--- src/rtl/instr_fetch_unit_if.sv ---
// Instruction delivery bus between the fetch unit (master) and the processor (slave).
// Handshake: a word moves on a rising edge where instr_valid & instr_ready are both high;
// while instr_valid=1 and instr_ready=0 the master holds instruction_out/pc_out stable,
// instr_ready is ignored while instr_valid=0, and the master never waits on instr_ready
// before raising instr_valid.
interface instr_fetch_unit_if #(
  parameter int ADDR_W = 6
) ();
  logic              instr_valid;
  logic              instr_ready;
  logic [31:0]       instruction_out;
  logic [ADDR_W-1:0] pc_out;

  modport master (
    output instr_valid,
    output instruction_out,
    output pc_out,
    input  instr_ready
  );

  modport slave (
    input  instr_valid,
    input  instruction_out,
    input  pc_out,
    output instr_ready
  );
endinterface

--- src/rtl/instr_fetch_unit.sv ---
// Program-memory instruction fetch unit: loadable RAM, PC, 2-entry prefetch buffer and
// a valid/ready issue port; stops on HALT_OPCODE and supports redirect with flush.
module instr_fetch_unit #(
  parameter int         ADDR_W      = 6,
  parameter int         DEPTH       = 2**ADDR_W,
  parameter logic [5:0] HALT_OPCODE = 6'b111111
) (
  input  logic                      clk,
  input  logic                      reset,
  input  logic                      load_en,
  input  logic [ADDR_W-1:0]         load_addr,
  input  logic [31:0]               load_data,
  input  logic                      start,
  input  logic [ADDR_W-1:0]         start_pc,
  input  logic                      redirect,
  input  logic [ADDR_W-1:0]         redirect_pc,
  instr_fetch_unit_if.master        fetch_bus,
  output logic                      busy,
  output logic                      halted,
  output logic [1:0]                state_dbg
);

  typedef enum logic [1:0] {
    IDLE   = 2'd0,
    FETCH  = 2'd1,
    DRAIN  = 2'd2,
    HALTED = 2'd3
  } state_t;

  state_t            state;
  state_t            state_nxt;

  logic [31:0]       mem [DEPTH];
  logic [ADDR_W-1:0] fetch_pc;
  logic [31:0]       rd_data;
  logic [ADDR_W-1:0] rd_pc;
  logic              rd_valid;

  logic [31:0]       buf_data [2];
  logic [ADDR_W-1:0] buf_pc   [2];
  logic [1:0]        count;

  logic              instr_valid_int;
  logic              pop;
  logic              push;
  logic              issue;
  logic              halt_ret;
  logic              start_act;
  logic              redirect_act;
  logic              load_ok;
  logic [2:0]        occ_after;

  // ---------------------------------------------------------------------------
  // Control decode
  // ---------------------------------------------------------------------------
  always_comb begin
    instr_valid_int = (count != 2'd0);
    pop             = instr_valid_int && fetch_bus.instr_ready;
    start_act       = start && ((state == IDLE) || (state == HALTED));
    redirect_act    = redirect && ((state == FETCH) || (state == DRAIN));
    load_ok         = load_en && ((state == IDLE) || (state == HALTED));
    halt_ret        = rd_valid && (rd_data[31:26] == HALT_OPCODE);
    push            = rd_valid && (state == FETCH) && !halt_ret && !redirect_act;
    // Occupancy counted after this cycle's pop so a full-rate consumer never stalls the stream.
    occ_after       = {1'b0, count} - {2'b00, pop} + {2'b00, rd_valid};
    issue           = (state == FETCH) && !redirect_act && !halt_ret && (occ_after < 3'd2);
  end

  // ---------------------------------------------------------------------------
  // FSM: state register / next state / outputs
  // ---------------------------------------------------------------------------
  always_ff @(posedge clk or negedge reset) begin
    if (!reset) begin
      state <= IDLE;
    end else begin
      state <= state_nxt;
    end
  end

  always_comb begin
    state_nxt = state;
    unique case (state)
      IDLE: begin
        if (start) state_nxt = FETCH;
      end
      FETCH: begin
        if (redirect)      state_nxt = FETCH;
        else if (halt_ret) state_nxt = DRAIN;
      end
      DRAIN: begin
        if (redirect)            state_nxt = FETCH;
        else if (count == 2'd0)  state_nxt = HALTED;
      end
      HALTED: begin
        if (start) state_nxt = FETCH;
      end
      default: state_nxt = IDLE;
    endcase
  end

  always_comb begin
    busy      = (state == FETCH) || (state == DRAIN);
    halted    = (state == HALTED);
    state_dbg = state;
  end

  // ---------------------------------------------------------------------------
  // Program memory: not reset, synchronous read. Writes only happen outside FETCH,
  // and reads only inside it, so there is no read/write collision to resolve.
  // ---------------------------------------------------------------------------
  always_ff @(posedge clk) begin
    if (load_ok) begin
      mem[load_addr] <= load_data;
    end
    if (issue) begin
      rd_data <= mem[fetch_pc];
    end
  end

  // ---------------------------------------------------------------------------
  // PC, in-flight read tracking and prefetch buffer
  // ---------------------------------------------------------------------------
  always_ff @(posedge clk or negedge reset) begin
    if (!reset) begin
      fetch_pc    <= '0;
      rd_pc       <= '0;
      rd_valid    <= 1'b0;
      count       <= 2'd0;
      buf_data[0] <= '0;
      buf_data[1] <= '0;
      buf_pc[0]   <= '0;
      buf_pc[1]   <= '0;
    end else begin
      // fetch_pc wraps DEPTH-1 -> 0 through natural ADDR_W-bit overflow.
      if (start_act)         fetch_pc <= start_pc;
      else if (redirect_act) fetch_pc <= redirect_pc;
      else if (issue)        fetch_pc <= fetch_pc + ADDR_W'(1);

      rd_valid <= issue;
      if (issue) rd_pc <= fetch_pc;

      if (redirect_act) begin
        count <= 2'd0;
      end else begin
        unique case ({push, pop})
          2'b10: begin
            if (count == 2'd0) begin
              buf_data[0] <= rd_data;
              buf_pc[0]   <= rd_pc;
            end else begin
              buf_data[1] <= rd_data;
              buf_pc[1]   <= rd_pc;
            end
            count <= count + 2'd1;
          end
          2'b01: begin
            buf_data[0] <= buf_data[1];
            buf_pc[0]   <= buf_pc[1];
            count       <= count - 2'd1;
          end
          2'b11: begin
            if (count == 2'd1) begin
              buf_data[0] <= rd_data;
              buf_pc[0]   <= rd_pc;
            end else begin
              buf_data[0] <= buf_data[1];
              buf_pc[0]   <= buf_pc[1];
              buf_data[1] <= rd_data;
              buf_pc[1]   <= rd_pc;
            end
          end
          default: ;
        endcase
      end
    end
  end

  assign fetch_bus.instr_valid     = instr_valid_int;
  assign fetch_bus.instruction_out = buf_data[0];
  assign fetch_bus.pc_out          = buf_pc[0];

  // ---------------------------------------------------------------------------
  // Embedded properties
  // ---------------------------------------------------------------------------
  a_count_range: assert property (@(posedge clk) disable iff (!reset)
    count != 2'd3);

  a_hold_stable: assert property (@(posedge clk) disable iff (!reset)
    (fetch_bus.instr_valid && !fetch_bus.instr_ready && !redirect_act) |=>
      (fetch_bus.instr_valid && $stable(fetch_bus.instruction_out) && $stable(fetch_bus.pc_out)));

endmodule

--- src/flat_wrapper.sv ---
// flat-port wrapper written by rule: the top's interface ports become plain ports
module instr_fetch_unit_flat 
#(
  parameter int         ADDR_W      = 6,
  parameter int         DEPTH       = 2**ADDR_W,
  parameter logic [5:0] HALT_OPCODE = 6'b111111
)
  (clk, reset, load_en, load_addr, load_data, start, start_pc, redirect, redirect_pc, busy, halted, state_dbg, fetch_bus_instr_valid, fetch_bus_instruction_out, fetch_bus_pc_out, fetch_bus_instr_ready);
  instr_fetch_unit_if #(.ADDR_W(ADDR_W)) fetch_bus_i ();
  input  logic clk;
  input  logic reset;
  input  logic load_en;
  input  logic [ADDR_W-1:0] load_addr;
  input  logic [31:0] load_data;
  input  logic start;
  input  logic [ADDR_W-1:0] start_pc;
  input  logic redirect;
  input  logic [ADDR_W-1:0] redirect_pc;
  output logic busy;
  output logic halted;
  output logic [1:0] state_dbg;
  output wire logic [$bits(fetch_bus_i.instr_valid)-1:0] fetch_bus_instr_valid;
  output wire logic [$bits(fetch_bus_i.instruction_out)-1:0] fetch_bus_instruction_out;
  output wire logic [$bits(fetch_bus_i.pc_out)-1:0] fetch_bus_pc_out;
  input wire logic [$bits(fetch_bus_i.instr_ready)-1:0] fetch_bus_instr_ready;
  assign fetch_bus_instr_valid = fetch_bus_i.instr_valid;
  assign fetch_bus_instruction_out = fetch_bus_i.instruction_out;
  assign fetch_bus_pc_out = fetch_bus_i.pc_out;
  assign fetch_bus_i.instr_ready = fetch_bus_instr_ready;
  instr_fetch_unit #(.ADDR_W(ADDR_W), .DEPTH(DEPTH), .HALT_OPCODE(HALT_OPCODE)) u_core (.clk(clk), .reset(reset), .load_en(load_en), .load_addr(load_addr), .load_data(load_data), .start(start), .start_pc(start_pc), .redirect(redirect), .redirect_pc(redirect_pc), .fetch_bus(fetch_bus_i), .busy(busy), .halted(halted), .state_dbg(state_dbg));
endmodule
--- config.mk ---
export PLATFORM = sky130hd
export DESIGN_NAME = instr_fetch_unit_flat
export DESIGN_NICKNAME = d
export VERILOG_FILES = /design/src/rtl/instr_fetch_unit_if.sv /design/src/rtl/instr_fetch_unit.sv /design/src/flat_wrapper.sv
export SDC_FILE = /design/constraint.sdc
export NUM_CORES = 2
export LEC_CHECK = 0
export CORE_MARGIN = 8
export CORE_UTILIZATION = 30
export CTS_CLUSTER_DIAMETER = 60
export DETAILED_ROUTE_END_ITERATION = 12
export PLACE_DENSITY = 0.44
export SKIP_LAST_GASP = 1
export SLEW_MARGIN = 20
export SYNTH_ARGS = -nofsm -noshare
export SYNTH_HDL_FRONTEND = slang
export SYNTH_SLANG_ARGS = --single-unit
--- constraint.sdc ---
create_clock -name clk -period 5.7 [get_ports clk]
set_clock_uncertainty 0.15 [all_clocks]
set_input_delay 0.57 -clock clk [delete_from_list [all_inputs] [get_ports clk]]
set_output_delay 0.57 -clock clk [all_outputs]
set_load 0.01 [all_outputs]
After elaboration in Yosys (flattened, before gate mapping)
Memory sizes are Yosys's and may differ from the RTL's. A register that Yosys moved wholly into a read port is not among the register bits.
Cells that the tools add are included.
{"block": "op_classes", "addsub": 5, "shift": 0, "n_reduce_logical": 26, "mul": 0, "n_lt_le_gt_ge": 1, "n_div": 0, "bitwise": 1, "eq_ne": 14, "muxes": 25}
{"op": "two-way mux 32 bit", "count": 4}
{"op": "case mux 32 bit (3 select lines)", "count": 1}
{"op": "case mux 32 bit (2 select lines)", "count": 1}
{"op": "two-way mux 6 bit", "count": 7}
{"op": "case mux 6 bit (3 select lines)", "count": 1}
{"op": "two-way mux 2 bit", "count": 6}
{"op": "case mux 6 bit (2 select lines)", "count": 1}
{"op": "logical AND 1 bit", "count": 11}
{"op": "nonzero test 3 bit", "count": 3}
{"op": "equality test 2 bit (second input constant)", "count": 4}
{"op": "adder 6 x 1 -> 6 bit (second input constant)", "count": 1}
{"op": "equality test 2 x 1 -> 1 bit (second input constant)", "count": 3}
{"op": "equality test 6 bit (second input constant)", "count": 1}
{"op": "!= test 3 x 2 -> 1 bit (second input constant)", "count": 2}
{"op": "case mux 2 bit (3 select lines)", "count": 1}
{"op": "AND reduction 3 bit", "count": 2}
{"op": "zero test 2 bit", "count": 2}
{"op": "!= test 2 x 1 -> 1 bit (second input constant)", "count": 2}
{"op": "!= test 2 bit (second input constant)", "count": 2}
{"op": "case mux 2 bit (2 select lines)", "count": 1}
{"op": "AND reduction 4 bit", "count": 1}
{"op": "nonzero test 2 bit", "count": 2}
{"op": "adder 3 x 1 -> 3 bit", "count": 1}
{"op": "< comparator 3 x 2 -> 1 bit (second input constant)", "count": 1}
{"op": "8 further kinds", "count": 11}
{"block": "totals", "inputBits": 56, "latchBits": 0, "ff_bits": 93, "mem_count": 1, "rom_bits": 0, "ramBits": 2048, "out_inout_bits": 43}
{"name": "u_core.mem", "words": 64, "word_bits": 32, "read_ports": 1, "rd_ports_with_merged_regs": 1, "wr": 1, "line": "instr_fetch_unit.sv:33", "text": "logic [31:0] mem [DEPTH];"}

Longest topological paths before layout
{"block": "logic_depth", "depth_word": 10, "mapped_depth": 12, "depth_no_buf": 12}

Worst setup path after synthesis
OpenSTA, ideal clock, no wires.
{"block": "synth_timing", "path_type": "flip-flop to flip-flop", "from": "reg u_core.count[1]", "to": "reg u_core.rd_pc[0]", "stages_incl_launch_ff": 12, "arrival_ns": 4.120, "synth_period_minus_slack_ns": 4.395, "setup_slack_ns": 1.305, "path_buffers": 0, "path_cell_list": "dfrtp_1 > inv_1 > ha_1 > inv_1 > nand2_1 > nor2_1 > o21ai_0 > fa_1 > xnor2_1 > nand4_1 > nor2_1 > mux2_2"}
{"block": "synth_via", "elab_chain_cells": 6}
{"element": "start: declaration", "line": "instr_fetch_unit.sv:41", "text": "logic [1:0] count;"}
{"element": "start signal: assignment", "line": "instr_fetch_unit.sv:154", "text": "count <= count + 2'd1;"}
{"element": "start signal: assignment", "line": "instr_fetch_unit.sv:159", "text": "count <= count - 2'd1;"}
{"element": "nonzero test 2 bit", "line": "instr_fetch_unit.sv:57", "text": "instr_valid_int = (count != 2'd0);"}
{"element": "via fetch_bus_instr_valid", "line": "flat_wrapper.sv:22", "text": "output wire logic [$bits(fetch_bus_i.instr_valid)-1:0] fetch_bus_instr_valid;"}
{"element": "logical AND 1 bit", "line": "instr_fetch_unit.sv:58", "text": "pop = instr_valid_int && fetch_bus.instr_ready;"}
{"element": "subtractor 2 x 1 -> 3 bit", "line": "instr_fetch_unit.sv:65", "text": "occ_after = {1'b0, count} - {2'b00, pop} + {2'b00, rd_valid};"}
{"element": "adder 3 x 1 -> 3 bit", "line": "instr_fetch_unit.sv:65"}
{"element": "< comparator 3 x 2 -> 1 bit", "line": "instr_fetch_unit.sv:66", "text": "issue = (state == FETCH) && !redirect_act && !halt_ret && (occ_after < 3'd2);"}
{"element": "logical AND 1 bit", "line": "instr_fetch_unit.sv:66"}
{"element": "via u_core.issue", "line": "instr_fetch_unit.sv:46", "text": "logic issue;"}
{"element": "end signal: assignment", "line": "instr_fetch_unit.sv:140", "text": "if (issue) rd_pc <= fetch_pc;"}
{"element": "end: declaration", "line": "instr_fetch_unit.sv:36", "text": "logic [ADDR_W-1:0] rd_pc;"}
The timed path passes the listed nets, and every way through them passes these cells.
A chain may end at the register's enable or synchronous reset.

Worst setup path after layout
{"block": "layout_timing", "from": "reg u_core.count[1]", "to": "reg u_core.rd_data[4], read port of u_core.mem, enable pin"}
{"block": "layout_via", "elab_chain_cells": 6}
{"element": "nonzero test 2 bit", "line": "instr_fetch_unit.sv:57"}
{"element": "logical AND 1 bit", "line": "instr_fetch_unit.sv:58"}
{"element": "subtractor 2 x 1 -> 3 bit (*)", "line": "instr_fetch_unit.sv:65"}
{"element": "adder 3 x 1 -> 3 bit (*)", "line": "instr_fetch_unit.sv:65"}
{"element": "< comparator 3 x 2 -> 1 bit (*)", "line": "instr_fetch_unit.sv:66"}
{"element": "logical AND 1 bit (*)", "line": "instr_fetch_unit.sv:66"}
{"element": "via u_core.issue", "line": "instr_fetch_unit.sv:46"}
{"element": "end: declaration", "line": "instr_fetch_unit.sv:35", "text": "logic [31:0] rd_data;"}
The timed path passes the listed nets; every way through them passes the cells marked *.

==> load_flow_metrics.sql <==
INSERT INTO impl_metrics (metric_group, metric, value, unit) VALUES
('clocking', 'cts_sinks', '2173', ''),
('critical_path', 'rrSetupSlack', '1590', 'ps'),
('timing', 'final.hold.worst_slack', '76.2', 'ps'),
('timing', 'maxSlewHeadroom', '20.8', '%'),
('global_route', 'first_global_vias', '41504', ''),
('job', 'cap_violations', '0', ''),
('critical_path', 'timing.reg2reg.worst_path_depth', '11', ''),
('placement', 'dp_cells', '7639', ''),
('routing', 'met2RoutedLength', '115', 'mm'),
('timing', 'final_hold_viol_count', '0', ''),
('routing', 'drt-vias-per-instance', '5.04', ''),
('routing', 'drt-met1-wl', '116', 'mm'),
('clocking', 'clock_insertion_delay_worst_skew', '860', 'ps'),
('timing', 'post-route-period-util', '72.2', '%'),
('critical_path', 'worst-endpoint-arrival', '4480', 'ps'),
('yosys', 'synth_enable_flop_cells', '2080', ''),
('global_route', 'antenna_found_initial', '37', ''),
('floorplan', 'core_footprint', '0.279', 'mm^2'),
('yosys', 'yosysTopAreaCell', 'sky130_fd_sc_hd__edfxtp_1', ''),
('critical_path', 'worstPathRequired', '6070', 'ps'),
('routing', 'num_vias', '40620', ''),
('yosys', 'postSynthNetCount', '3933', ''),
('clocking', 'h-tree-depth', '4', ''),
('floorplan', 'die_y', '545', 'um'),
('clocking', 'clk_root_buffer_cell', 'sky130_fd_sc_hd__clkbuf_16', ''),
('timing', 'fmaxAchievable', '243', 'MHz'),
('placement', 'place.port_buffers', '98', ''),
('power_and_ir_drop', 'cell_pwr_density', '480', 'mW/mm^2'),
('final_layout', 'fillerInstances', '26015', ''),
('timing', 'worst_slew_pin_slew', '1180', 'ps'),
('routing', 'maxUsedRoutingLayer', 'met5', ''),
('floorplan', 'chipWidth', '545', 'um'),
('timing', 'setup-tns-final', '0', 'ps'),
('yosys', 'synth-warning-count', '0', ''),
('yosys', 'yosys_most_used_dff', 'sky130_fd_sc_hd__edfxtp_1', ''),
('floorplan', 'ios', '99', ''),
('run_status', 'outcome', 'completed', ''),
('global_route', 'grt_pass1_wl', '347', 'mm'),
('global_route', 'gr-total-overflow', '0', ''),
('routing', 'detailed_router_iteration_count_before_antenna_repair', '5', ''),
('yosys', 'yosys.cell_types.count', '61', ''),
('placement', 'gp_routability_congestion', '0.780', ''),
('yosys', 'synth_cells', '3869', ''),
('routing', 'drt_wl_total', '251', 'mm'),
('yosys', 'synth-seq-area-share', '77.2', '%'),
('timing', 'final.min_clock_period', '4110', 'ps'),
('min_path', 'min-delay-path-class', 'input pin to asynchronous set/reset pin', ''),
('routing', 'drt_iter0_markers', '4306', ''),
('floorplan', 'initial_utilization', '30.1', '%'),
('clocking', 'numCtsBuffers', '227', ''),
('routing', 'drc', '0', ''),
('timing', 'timing.final.max_slew_violations', '0', ''),
('final_layout', 'post_route_cells_drive_above_1_share', '27.2', '%'),
('routing', 'final_antenna_net_count', '0', ''),
('yosys', 'synthMostInstantiatedCell', 'sky130_fd_sc_hd__edfxtp_1', ''),
('placement', 'dpl.hpwl', '147', 'mm'),
('yosys', 'asyncSetResetFlopFracSynth', '4.28', '%'),
('floorplan', 'std_cell_rows', '194', ''),
('clocking', 'path_clk_slew', '60', 'ps'),
('global_route', 'globalRouteTotalUtil', '16.6', '%'),
('power_and_ir_drop', 'fin_total_pwr', '46.7', 'mW'),
('final_layout', 'nets', '4209', ''),
('yosys', 'netlist_top_cells_area', 'sky130_fd_sc_hd__edfxtp_1 (74%), sky130_fd_sc_hd__mux4_2 (11%), sky130_fd_sc_hd__mux2i_1 (2.8%)', ''),
('final_layout', 'area_growth_syn_to_fin', '16.1', '%'),
('critical_path', 'critical_path_class', 'flip-flop to flip-flop', ''),
('clocking', 'tritoncts', 'done', ''),
('final_layout', 'fin_cells', '8066', ''),
('routing', 'route.detailed.wl_per_inst', '31.1', 'um'),
('clocking', 'postCtsResizedCells', '0', ''),
('power_and_ir_drop', 'power_leakage', '30.6', 'nW'),
('routing', 'routed-wl-met3', '13.7', 'mm');
report_power, final:
part | switching (mW) | internal, mW | leakage, nW | total, mW
sequential | 0.730 | 18.2 | 19.9 | 18.9
clock | 6.20 | 8.07 | 3.44 | 14.3
combinational | 8.09 | 5.49 | 7.30 | 13.6
total | 15.0 | 31.7 | 30.6 | 46.7
worst max-delay path by stage:
stage                          start            endpoint  slack, ps  cells after the start
2_1_floorplan        u_core.count[1]     u_core.rd_pc[0]       1300                     11
3_3_place_gp      u_core.fetch_pc[0]  u_core.rd_data[13]       1170                      6
3_5_place_dp   fetch_bus_instr_ready   u_core.rd_data[6]       1310                      9
4_1_cts              u_core.count[1]  u_core.rd_data[25]       1540                     11
5_1_grt              u_core.count[1]   u_core.rd_data[4]       1400                     11
6_report             u_core.count[1]   u_core.rd_data[4]       1590                     11
cell families (layout without fill, tap and decap cells):
family,after synthesis,after routing,synth area share (%)
DFF,2173,2173,77.2
AOI/OAI and AO/OA,373,373,3.35
buffers and inverters,268,729,1.91
muxes,792,792,15.9
xor gates and xnor gates,4,4,0.0418
and+or+nand+nor,251,251,1.38
other,0,12,0
adders and majority gates,8,8,0.128
through the flow:
step / cell area (um^2) / util, % / worst slack [ps]
detailed placement: 90200 / 32.4 / 1310
global placement: 90200 / 32.4 / 1170
finish: 97400 / 34.9 / 1590
CTS: 97300 / 34.9 / 1540
floorplan: 83900 / - / 1300
global route: 97400 / 34.9 / 1400
flip-flops by register name, summed over array words and instances, names as in the netlist:
name,count
u_core.buf_data,32
u_core.state_dbg,2
u_core.fetch_bus.instruction_out,32
u_core.buf_pc,6
u_core.fetch_bus.pc_out,6
u_core.count,2
u_core.rd_data,32
u_core.mem,2048
u_core.rd_pc,6
u_core.rd_valid,1
u_core.fetch_pc,6
layer usage:
metal  vias up  global-route usage (%)
li1      16833                       -
met1     22283                    24.3
met2      1200                    25.9
met3       294                    2.68
met4        10                    4.05
met5         -                       0
worst max-delay path, cell delays in order (launching register included):
cell and delay, ps:
sky130_fd_sc_hd__dfrtp_1 430, sky130_fd_sc_hd__inv_1 120, sky130_fd_sc_hd__ha_1 260, sky130_fd_sc_hd__inv_1 130
sky130_fd_sc_hd__nand2_1 200, sky130_fd_sc_hd__nor2_1 220, sky130_fd_sc_hd__o21ai_0 160, sky130_fd_sc_hd__fa_1 440
sky130_fd_sc_hd__xnor2_1 230, sky130_fd_sc_hd__nand4_1 270, sky130_fd_sc_hd__nor2_4 660, sky130_fd_sc_hd__buf_4 490
cell type report:
| cell class | instances | area, um^2 | share of cell area, % |
|---|---|---|---|
| Multi-Input combinational cell | 1428 | 18000 | 18.5 |
| Sequential cell | 2173 | 64800 | 66.6 |
| Inverter | 11 | 41.3 | 0.0424 |
| Antenna cell | 12 | 30.0 | 0.0308 |
| Tap cell | 3724 | 4660 | 4.78 |
| Timing Repair Buffer | 304 | 2690 | 2.76 |
| Clock buffer | 293 | 6030 | 6.19 |
| Clock inverter | 121 | 1080 | 1.11 |
timing repair:
action / in CTS / in global routing
setup buffers: 0 / 0
endpoints found under the hold margin: 38 / 0
hold buffers: 1 / 0
cells in the final DEF, fill, tap and decap left out, drive strengths merged, types with 6 or more instances in the layout:
master and instances:
a21oi 32, o22ai 35, nor2b 7, o21ai 30
clkinvlp 6, clkdlybuf4s50 65, mux2 137, edfxtp 2080
nand2b 12, nand3b 8, nor2 108, dfrtp 93
mux4 421, a221oi 8, a22oi 57, bufinv 14
nand3 27, a22o 16, o221ai 63, nor3 19
clkinv 94, o211ai 9, a31o 7, inv 18
clkbuf 293, mux2i 234, ha 7, diode 12
a211oi 67, nand2 45, buf 238, a221o 18
(Power assumes the default switching activity.)
